--- src/rtl/fcl_uart_tx.sv ---
// RBus-mapped UART transmitter: a byte FIFO feeding an 8N1 serialiser on uart_tx_out.
// Define FCL_UART_TX_PARITY_EN to insert an even-parity bit and send 8E1 frames.
module fcl_uart_tx #(
  parameter int unsigned                 SYS_CLK_FREQ    = 32'd125000000,
  parameter int unsigned                 UART_BAUD_RATE  = 32'd115200,
  parameter int unsigned                 RBUS_ADDR_WIDTH = 32'd16,
  parameter int unsigned                 RBUS_DATA_WIDTH = 32'd16,
  parameter logic [RBUS_ADDR_WIDTH-1:0]  RBUS_OFFSET     = 16'h3000,
  parameter int unsigned                 FIFO_DEPTH_LOG2 = 32'd4
) (
  input  logic                       sys_clk_buf,
  input  logic                       sys_reset,
  input  logic [RBUS_DATA_WIDTH-1:0] rbus_data_in,
  input  logic [RBUS_ADDR_WIDTH-1:0] rbus_addr_in,
  input  logic                       rbus_read_in,
  input  logic                       rbus_write_in,
  output logic [RBUS_DATA_WIDTH-1:0] rbus_data_out,
  output logic                       rbus_ack_out,
  output logic                       uart_tx_out,
  output logic                       busy_out
);

  localparam int unsigned BAUD_DIV = (SYS_CLK_FREQ + UART_BAUD_RATE / 32'd2) / UART_BAUD_RATE;
  localparam int unsigned CNT_W    = (BAUD_DIV > 32'd1) ? $clog2(BAUD_DIV) : 32'd1;
  localparam int unsigned DEPTH    = 32'd1 << FIFO_DEPTH_LOG2;
  localparam int unsigned LVL_W    = FIFO_DEPTH_LOG2 + 32'd1;

  localparam logic [CNT_W-1:0]           CNT_MAX   = CNT_W'(BAUD_DIV - 32'd1);
  localparam logic [CNT_W-1:0]           CNT_ONE   = CNT_W'(32'd1);
  localparam logic [CNT_W-1:0]           CNT_ZERO  = CNT_W'(32'd0);
  localparam logic [LVL_W-1:0]           LVL_FULL  = LVL_W'(DEPTH);
  localparam logic [LVL_W-1:0]           LVL_ZERO  = LVL_W'(32'd0);
  localparam logic [FIFO_DEPTH_LOG2-1:0] PTR_ONE   = FIFO_DEPTH_LOG2'(32'd1);
  localparam logic [FIFO_DEPTH_LOG2-1:0] PTR_ZERO  = FIFO_DEPTH_LOG2'(32'd0);
  localparam logic [RBUS_ADDR_WIDTH-1:0] STAT_ADDR = RBUS_OFFSET + RBUS_ADDR_WIDTH'(32'd1);
  localparam logic [RBUS_DATA_WIDTH-1:0] DATA_ZERO = {RBUS_DATA_WIDTH{1'b0}};

  typedef enum logic [2:0] {
    ST_IDLE   = 3'd0,
    ST_START  = 3'd1,
    ST_DATA   = 3'd2,
    ST_PARITY = 3'd3,
    ST_STOP   = 3'd4
  } state_t;

  function automatic logic even_parity(input logic [7:0] d);
    return ^d;
  endfunction

  state_t                     state_r, state_n;
  logic [CNT_W-1:0]           cnt_r, cnt_n;
  logic [2:0]                 idx_r, idx_n;
  logic [7:0]                 data_r, data_n;
  logic                       tx_n, tx_r;
  logic                       busy_r;

  logic [7:0]                 mem_r [DEPTH];
  logic [FIFO_DEPTH_LOG2-1:0] wr_ptr_r, rd_ptr_r;
  logic [LVL_W-1:0]           level_r;
  logic                       ovf_r;
  logic                       push_pend_r;
  logic [7:0]                 push_byte_r;
  logic                       ack_r;
  logic [RBUS_DATA_WIDTH-1:0] rdata_r;
  logic [RBUS_DATA_WIDTH-1:0] status_s;

  logic sel_data_s, sel_stat_s, flush_s, ovf_clr_s;
  logic empty_s, full_s, baud_end_s, pop_req_s, pop_s, push_ok_s, ovf_set_s;
  logic [7:0] head_s;
  logic unused_s;

  assign sel_data_s = (rbus_addr_in == RBUS_OFFSET);
  assign sel_stat_s = (rbus_addr_in == STAT_ADDR);
  assign flush_s    = rbus_write_in & sel_stat_s & rbus_data_in[15];
  assign ovf_clr_s  = rbus_write_in & sel_stat_s & rbus_data_in[3];
  assign unused_s   = ^rbus_data_in;

  assign empty_s    = (level_r == LVL_ZERO);
  assign full_s     = (level_r == LVL_FULL);
  assign head_s     = mem_r[rd_ptr_r];
  assign baud_end_s = (cnt_r == CNT_MAX);

  // The serialiser pops at the end of IDLE or STOP; a flush in the same cycle cancels it.
  assign pop_req_s  = ~empty_s & ((state_r == ST_IDLE) | ((state_r == ST_STOP) & baud_end_s));
  assign pop_s      = pop_req_s & ~flush_s;
  assign push_ok_s  = push_pend_r & ~flush_s & (~full_s | pop_s);
  assign ovf_set_s  = push_pend_r & ~flush_s & full_s & ~pop_s;

  // Status word as seen at the current edge.
  always_comb begin
    status_s                = DATA_ZERO;
    status_s[0]             = (state_r != ST_IDLE);
    status_s[1]             = full_s;
    status_s[2]             = empty_s;
    status_s[3]             = ovf_r;
    status_s[8 +: LVL_W]    = level_r;
  end

  // Bus response and the one-cycle delayed DATA push.
  always_ff @(posedge sys_clk_buf or posedge sys_reset) begin
    if (sys_reset) begin
      ack_r       <= 1'b0;
      rdata_r     <= DATA_ZERO;
      push_pend_r <= 1'b0;
      push_byte_r <= 8'h00;
    end else begin
      ack_r       <= (rbus_read_in | rbus_write_in) & (sel_data_s | sel_stat_s);
      rdata_r     <= (rbus_read_in & sel_stat_s) ? status_s : DATA_ZERO;
      push_pend_r <= rbus_write_in & sel_data_s;
      push_byte_r <= rbus_data_in[7:0];
    end
  end

  // FIFO pointers, fill level and sticky overflow.
  always_ff @(posedge sys_clk_buf or posedge sys_reset) begin
    if (sys_reset) begin
      wr_ptr_r <= PTR_ZERO;
      rd_ptr_r <= PTR_ZERO;
      level_r  <= LVL_ZERO;
      ovf_r    <= 1'b0;
    end else begin
      if (flush_s) begin
        wr_ptr_r <= PTR_ZERO;
        rd_ptr_r <= PTR_ZERO;
        level_r  <= LVL_ZERO;
      end else begin
        if (push_ok_s) wr_ptr_r <= wr_ptr_r + PTR_ONE;
        if (pop_s)     rd_ptr_r <= rd_ptr_r + PTR_ONE;
        level_r <= level_r + LVL_W'(push_ok_s) - LVL_W'(pop_s);
      end
      if (ovf_set_s)      ovf_r <= 1'b1;
      else if (ovf_clr_s) ovf_r <= 1'b0;
    end
  end

  // FIFO storage; contents are don't-care while the level says empty.
  always_ff @(posedge sys_clk_buf) begin
    if (push_ok_s) mem_r[wr_ptr_r] <= push_byte_r;
  end

  // Serialiser state register.
  always_ff @(posedge sys_clk_buf or posedge sys_reset) begin
    if (sys_reset) begin
      state_r <= ST_IDLE;
      cnt_r   <= CNT_ZERO;
      idx_r   <= 3'd0;
      data_r  <= 8'h00;
    end else begin
      state_r <= state_n;
      cnt_r   <= cnt_n;
      idx_r   <= idx_n;
      data_r  <= data_n;
    end
  end

  // Serialiser next-state logic.
  always_comb begin
    state_n = state_r;
    cnt_n   = cnt_r;
    idx_n   = idx_r;
    data_n  = data_r;
    case (state_r)
      ST_IDLE: begin
        if (pop_s) begin
          state_n = ST_START;
          cnt_n   = CNT_ZERO;
          data_n  = head_s;
        end else begin
          state_n = ST_IDLE;
        end
      end
      ST_START: begin
        if (baud_end_s) begin
          state_n = ST_DATA;
          cnt_n   = CNT_ZERO;
          idx_n   = 3'd0;
        end else begin
          cnt_n   = cnt_r + CNT_ONE;
        end
      end
      ST_DATA: begin
        if (baud_end_s) begin
          cnt_n = CNT_ZERO;
          idx_n = idx_r + 3'd1;
          if (idx_r == 3'd7) begin
`ifdef FCL_UART_TX_PARITY_EN
            state_n = ST_PARITY;
`else
            state_n = ST_STOP;
`endif
          end else begin
            state_n = ST_DATA;
          end
        end else begin
          cnt_n = cnt_r + CNT_ONE;
        end
      end
      ST_PARITY: begin
        if (baud_end_s) begin
          state_n = ST_STOP;
          cnt_n   = CNT_ZERO;
        end else begin
          cnt_n   = cnt_r + CNT_ONE;
        end
      end
      ST_STOP: begin
        if (baud_end_s) begin
          cnt_n = CNT_ZERO;
          if (pop_s) begin
            state_n = ST_START;
            data_n  = head_s;
          end else begin
            state_n = ST_IDLE;
          end
        end else begin
          cnt_n = cnt_r + CNT_ONE;
        end
      end
      default: begin
        state_n = ST_IDLE;
        cnt_n   = CNT_ZERO;
        idx_n   = 3'd0;
      end
    endcase
  end

  // Line level for the upcoming state, so the pin register changes with the state.
  always_comb begin
    tx_n = 1'b1;
    case (state_n)
      ST_IDLE:   tx_n = 1'b1;
      ST_START:  tx_n = 1'b0;
      ST_DATA:   tx_n = data_n[idx_n];
      ST_PARITY: tx_n = even_parity(data_n);
      ST_STOP:   tx_n = 1'b1;
      default:   tx_n = 1'b1;
    endcase
  end

  // Registered serial line and busy flag.
  always_ff @(posedge sys_clk_buf or posedge sys_reset) begin
    if (sys_reset) begin
      tx_r   <= 1'b1;
      busy_r <= 1'b0;
    end else begin
      tx_r   <= tx_n;
      busy_r <= (state_r != ST_IDLE) | ~empty_s;
    end
  end

  assign uart_tx_out   = tx_r;
  assign busy_out      = busy_r;
  assign rbus_ack_out  = ack_r;
  assign rbus_data_out = rdata_r;

endmodule
--- config.mk ---
export PLATFORM = sky130hd
export DESIGN_NAME = fcl_uart_tx
export DESIGN_NICKNAME = d
export VERILOG_FILES = /design/src/rtl/fcl_uart_tx.sv
export SDC_FILE = /design/constraint.sdc
export NUM_CORES = 1
export LEC_CHECK = 0
export ABC_AREA = 0
export ABC_CLOCK_PERIOD_IN_PS = 9200
export CORE_MARGIN = 5
export CORE_UTILIZATION = 63
export CTS_CLUSTER_DIAMETER = 100
export DETAILED_ROUTE_END_ITERATION = 10
export MAX_ROUTING_LAYER = met4
export PLACE_DENSITY = 0.82
export SETUP_SLACK_MARGIN = 0.5
export SLEW_MARGIN = 20
export SYNTH_ARGS = -nofsm -noshare
export SYNTH_HDL_FRONTEND = slang
export SYNTH_SLANG_ARGS = --single-unit
--- constraint.sdc ---
create_clock -name sys_clk_buf -period 9.2 [get_ports sys_clk_buf]
set_input_delay 0.92 -clock sys_clk_buf [delete_from_list [all_inputs] [get_ports sys_clk_buf]]
set_output_delay 0.92 -clock sys_clk_buf [all_outputs]
set_load 0.005 [all_outputs]
* Word-level counts from Yosys, hierarchy flattened
Memories as Yosys holds them, arrays and structs flattened.
Cells that the tools add are included.
** Word-level totals
- Input bits :: 36
- RAM bits :: 128
- Flip-flop bits (word level) :: 64
- Output and inout bits :: 19
- Word-level logic and storage cells :: 95
- Memories kept :: 1
** Cells by class
- Add/subtract/negate cells :: 6
- Equal/unequal tests :: 13
- Muxes and demuxes :: 29
- Bitwise logic cells :: 22
- Reductions and logical operators :: 9
- Magnitude comparators :: 1
** Memory list
- mem_r :: words 16, width 8, rd ports 1, clocked after memory_dff 0, write ports 1, RTL line 57 : logic [7:0] mem_r [DEPTH];
** Operators with widths (number)
- $eq 16x14->1 const B :: 2
- $mux 11 :: 2
- $pmux 11 s2 :: 1
- $mux 3 :: 7
- $mux 4 :: 4
- $mux 8 :: 2
- $pmux 8 s2 :: 1
- $pmux 3 s5 :: 1
- $and 1x1->1 :: 13
- $mux 13 :: 1
- $eq 3x2->1 const B :: 4
- $add 11x1->11 const B :: 1
- $eq 11x11->1 const B :: 1
- $pmux 3 s3 :: 1
- $add 4x1->4 const B :: 2
- $reduce_xor 8->1 :: 1
- $eq 3x1->1 const B :: 2
- $eq 3x3->1 const B :: 2
- $mux 1 :: 6
- $reduce_bool 2->1 :: 3
- $add 5x1->5 :: 1
- $eq 5x5->1 const B :: 1
- $logic_not 5->1 :: 1
- $mux 5 :: 1
- other kinds (12) :: 19

* Logic depth before layout (Yosys ltp)
- Word-level depth :: 11
- Depth in mapped cells :: 19
- Mapped depth without buffers :: 16

* Worst setup path before layout
Ideal clock, no wire load.
- Path type :: input to register
- Start point :: input rbus_addr_in[1]
- End point :: register level_r[4]
- Data required time :: 9.123 ns
- Arrival :: 4.382 ns
- Stages :: 16
- Slack :: 4.740 ns
- Library setup time :: 0.077 ns
- Buffers on the path :: 2
- Cell sequence :: or4_1 -> or4_4 -> nor3_4 -> nand2b_4 -> buf_12 -> nand4_1 -> nor2b_1 -> clkbuf_1 -> nand2_1 -> nand2_1 -> ha_1 -> fa_1 -> a21oi_1 -> nor2_1 -> or3_1 -> a21oi_1
** On the way
- Cells in the longest elaborated chain, start to end :: 10
- Elaborated cells between the ends (all ways) :: 11
- Those cells by class :: add/sub: 2; eq/ne: 1; mux: 1; bitwise: 7
** Ends and longest elaborated chain
- start: declaration :: RTL line 14 : input logic [RBUS_ADDR_WIDTH-1:0] rbus_addr_in,
- $eq 16x14->1 * :: RTL line 73 : assign sel_stat_s = (rbus_addr_in == STAT_ADDR);
- $and 1x1->1 * (2 in a row) :: RTL line 74 : assign flush_s = rbus_write_in & sel_stat_s & rbus_data_in[15];
- $not 1->1 :: RTL line 85, 86
- $and 1x1->1 :: RTL line 85 : assign pop_s = pop_req_s & ~flush_s;
- $or 1x1->1 :: RTL line 86 : assign push_ok_s = push_pend_r & ~flush_s & (~full_s | pop_s);
- $and 1x1->1 :: RTL line 86
- $add 5x1->5 :: RTL line 129 : level_r <= level_r + LVL_W'(push_ok_s) - LVL_W'(pop_s);
- $sub 5x1->5 :: RTL line 129
- $mux 5 * :: RTL line 122 : if (flush_s) begin
- end signal: assignment :: RTL line 129
- end: declaration :: RTL line 59 : logic [LVL_W-1:0] level_r;
Every way passes the cells marked *; elsewhere a longest branch is shown, timed or not.
A chain may end at the register's enable or synchronous reset.

* Worst setup path after layout
Same ends and word-level chain as after synthesis.

==> flow_summary.yaml <==
yosys:
  synth_area_leaders: "edfxtp_1 48%, dfrtp_1 19%, mux4_2 9.1%"
  ys.flop_type: "edfxtp_1"
  synth_compound_area_share_pct: 4.81
  yosys.area_share.adder_pct: 2.62
  netlist.area_leader.share_pct: 48.4
  synth_warnings: 0
  synth-seq-area-share_pct: 67.4
  postSynthAreaPerCell_sq_um: 15.9
  async_flop_share_pct: 31.9
  synthMuxAreaShare_pct: 11.7
  synth_seq_cells: 188
  yosysTopAreaCell: "edfxtp_1"
  ys_top_cells_by_count: "128 x edfxtp_1, 59 x dfrtp_1, 32 x mux4_2"
  yosysMostFrequentCell: "edfxtp_1"
  synth-edff-count: 128
  synth_cell_type_count: 54
  syn-cell-area_sq_um: 7940
  synthCells: 499
  yosys.area_share.simple_pct: 8.95
  yosys.area_share.xor_xnor_pct: 2.11
  synth_top_family_by_area: "multiplexers"
layout:
  drive_above_1_share_pct: 15.9
  final_cell_area_sq_um: 9100
  syn_to_final_growth_pct: 14.6
  fillCellCount: 731
  antenna_cells_inserted: 0
  fin_nets: 592
  multi_input_area_sq_um: 2420
  fin_util_pct: 73.0
  fin_cells: 725
  ff_latch_area_sq_um: 5350
timing:
  skew_ps: 16.2
  finalCritPeriodShare_pct: 55.4
  rsz0062_at_grt: "false"
  fmax_mhz: 196
  slew_viol_final: 0
  period_needed_ps: 5100
  setup_violations: 0
  fin_setup_tns_ps: 0
  slew_headroom_pct: 41.5
  setup_ws_ps: 4100
  final_hold_viol_count: 0
  worst_pin_slew_ps: 865
pwr:
  pwr-share-comb_pct: 2.9
  p_per_area_nw_per_um2: 195
  p_int_uw: 1410
  p_clk_share_pct: 44.7
  swShare_pct: 20.8
  seq_power_share_pct: 52.4
  irDropWorstVdd_v: 0.000169
  p_leak_uw: 0.00324
  switchingPower_uw: 371
setup_path:
  crit_required_ps: 9550
  critPathKind: "primary input to flip-flop"
  critPathMaxFanout: 17
  reg2reg_depth: 9
  crit_end: "level_r[4]"
  arrival_ps: 5440
  rr_startpoint: "cnt_r[6]"
  r2r-end: "mem_r[0][4]"
  start_kind: "primary input"
  crit_start: "rbus_addr_in[1]"
  end_kind: "flip-flop"
  r2r_slack_ps: 4900
clock_network:
  post_cts_resized: 0
  clk_latency_ps: 440
  cts_setup_buffers: 0
  cts_buffer_depth: 2
  numCtsBuffers: 17
  cts_root_buffer: "clkbuf_16"
  cts_tree: "built"
  clkTransAtPathRegs_ps: 70
  clock_sink_count: 188
  htreeDepth: 4
  hold_buffers: 0
global_route:
  grt_pass1_wl_um: 24100
  grt_overflow: 0
  grtUsageTotal_pct: 23.0
  antenna_found_initial: 0
  grt_start_max_net_pins: 61
  grt_pass1_vias: 4431
placed_design:
  pre_cts_slack_ps: 3730
  place.port_buffers: 40
  dp.cells: 693
  dpl_cell_area_sq_um: 8450
  place_hpwl_um: 9930
  place_congestion: 0.805
run:
  cap_violations: 0
die:
  die-width_um: 122
  dieArea_sq_um: 14900
  initial_core_util_pct: 63.7
  pin_count: 55
  die_h_um: 122
  core_area_sq_um: 12500
  row_count: 41
routing:
  num_vias: 4327
  wl_per_cell_um: 21.4
  viasPerCell: 5.97
  finalWirelength_um: 15500
  drt-initial-drc-count: 349
  drc_errors: 0
  drtPass1Iterations: 5
  detail-route-antenna-nets: 0
outcome:
  run_status: "finished, final reports clean"
worst_hold_path:
  hold_class: "flip-flop to flip-flop"
==> power by group through the flow <==
stage	logic [uW]	registers, uW	clock network (uW)
4_1_cts	52.2	932	804
3_5_place_dp	49.9	950	0
2_1_floorplan	32.7	944	0
5_1_grt	57.4	934	847
6_report	51.9	932	794
3_3_place_gp	47.0	948	0
==> worst min path at each step <==
stage	startpoint	end	slack, ps	depth (start not counted)
3_5_place_dp	ovf_r	ovf_r	480	2
2_1_floorplan	ovf_r	ovf_r	440	2
6_report	ovf_r	ovf_r	500	2
3_3_place_gp	cnt_r[5]	cnt_r[5]	470	1
5_1_grt	ovf_r	ovf_r	520	2
4_1_cts	ovf_r	rbus_data_out[3]	500	1
==> critical path, cell delays in order <==
cell and delay, ps:
clkdlybuf4s50_1 390, or4_1 540, or4_4 590, nor3_4 590, nand2b_4 380, nand4_1 160
nor2b_1 290, nand2_1 120, nand2_1 60, ha_1 210, fa_1 420, a21oi_1 160
nor2_1 70, or3_1 360, a21oi_1 170
==> placed cells by master, fill, tap and decap left out, types with 3 or more instances in the layout <==
cell type,count
edfxtp_1,128
dfrtp_1,57
clkdlybuf4s50_1,40
mux4_2,32
nand2_1,30
and2_1,26
nor2_1,24
o21ai_0,19
a22oi_1,17
clkbuf_16,17
ha_1,15
inv_1,10
a21oi_1,9
xor2_1,9
nand3_1,8
mux2_2,7
mux2i_1,7
conb_1,7
nor2b_1,6
inv_6,6
and3_1,5
nand4_1,5
xnor2_1,5
o31ai_1,4
nand2b_1,4
mux2_4,4
bufinv_16,4
and4_1,3
or4_1,3
inv_8,3
==> stage by stage <==
stage	hold slack [ps]	total power [uW]
6_report	501	1780
5_1_grt	522	1840
4_1_cts	504	1790
3_5_place_dp	479	999
3_3_place_gp	471	995
2_1_floorplan	440	976
==> kinds of logic (layout without fill, tap and decap cells) <==
family / after synthesis / count (layout)
fa+ha+maj: 16 / 16
simple gates: 130 / 130
other cells: 1 / 7
xor+xnor: 16 / 16
mux: 50 / 50
buf+inv: 38 / 86
flops: 188 / 188
compound gates: 60 / 60
==> registers in the layout (all words and copies together) (netlist names), 4 cells and up <==
register       cells
data_r             8
rd_ptr_r           4
level_r            5
wr_ptr_r           4
rbus_data_out      9
cnt_r             11
push_byte_r        8
mem_r            128
==> layout make-up <==
class,count,area share [%]
Timing Repair Buffer,42,4.57
Multi-Input combinational cell,279,26.6
Clock buffer,17,4.68
Inverter,12,0.495
Clock inverter,15,2.45
Sequential cell,188,58.8
Tap cell,172,2.37
==> routing by layer <==
layer | track usage, % | vias to the layer above | routed length (um)
met5 | - | - | 0
met4 | 8.96 | 0 | 345
met3 | 5.12 | 25 | 729
met2 | 39.3 | 128 | 8530
met1 | 26.7 | 2217 | 5930
li1 | - | 1957 | -
Power figures use the tool's default switching activity.
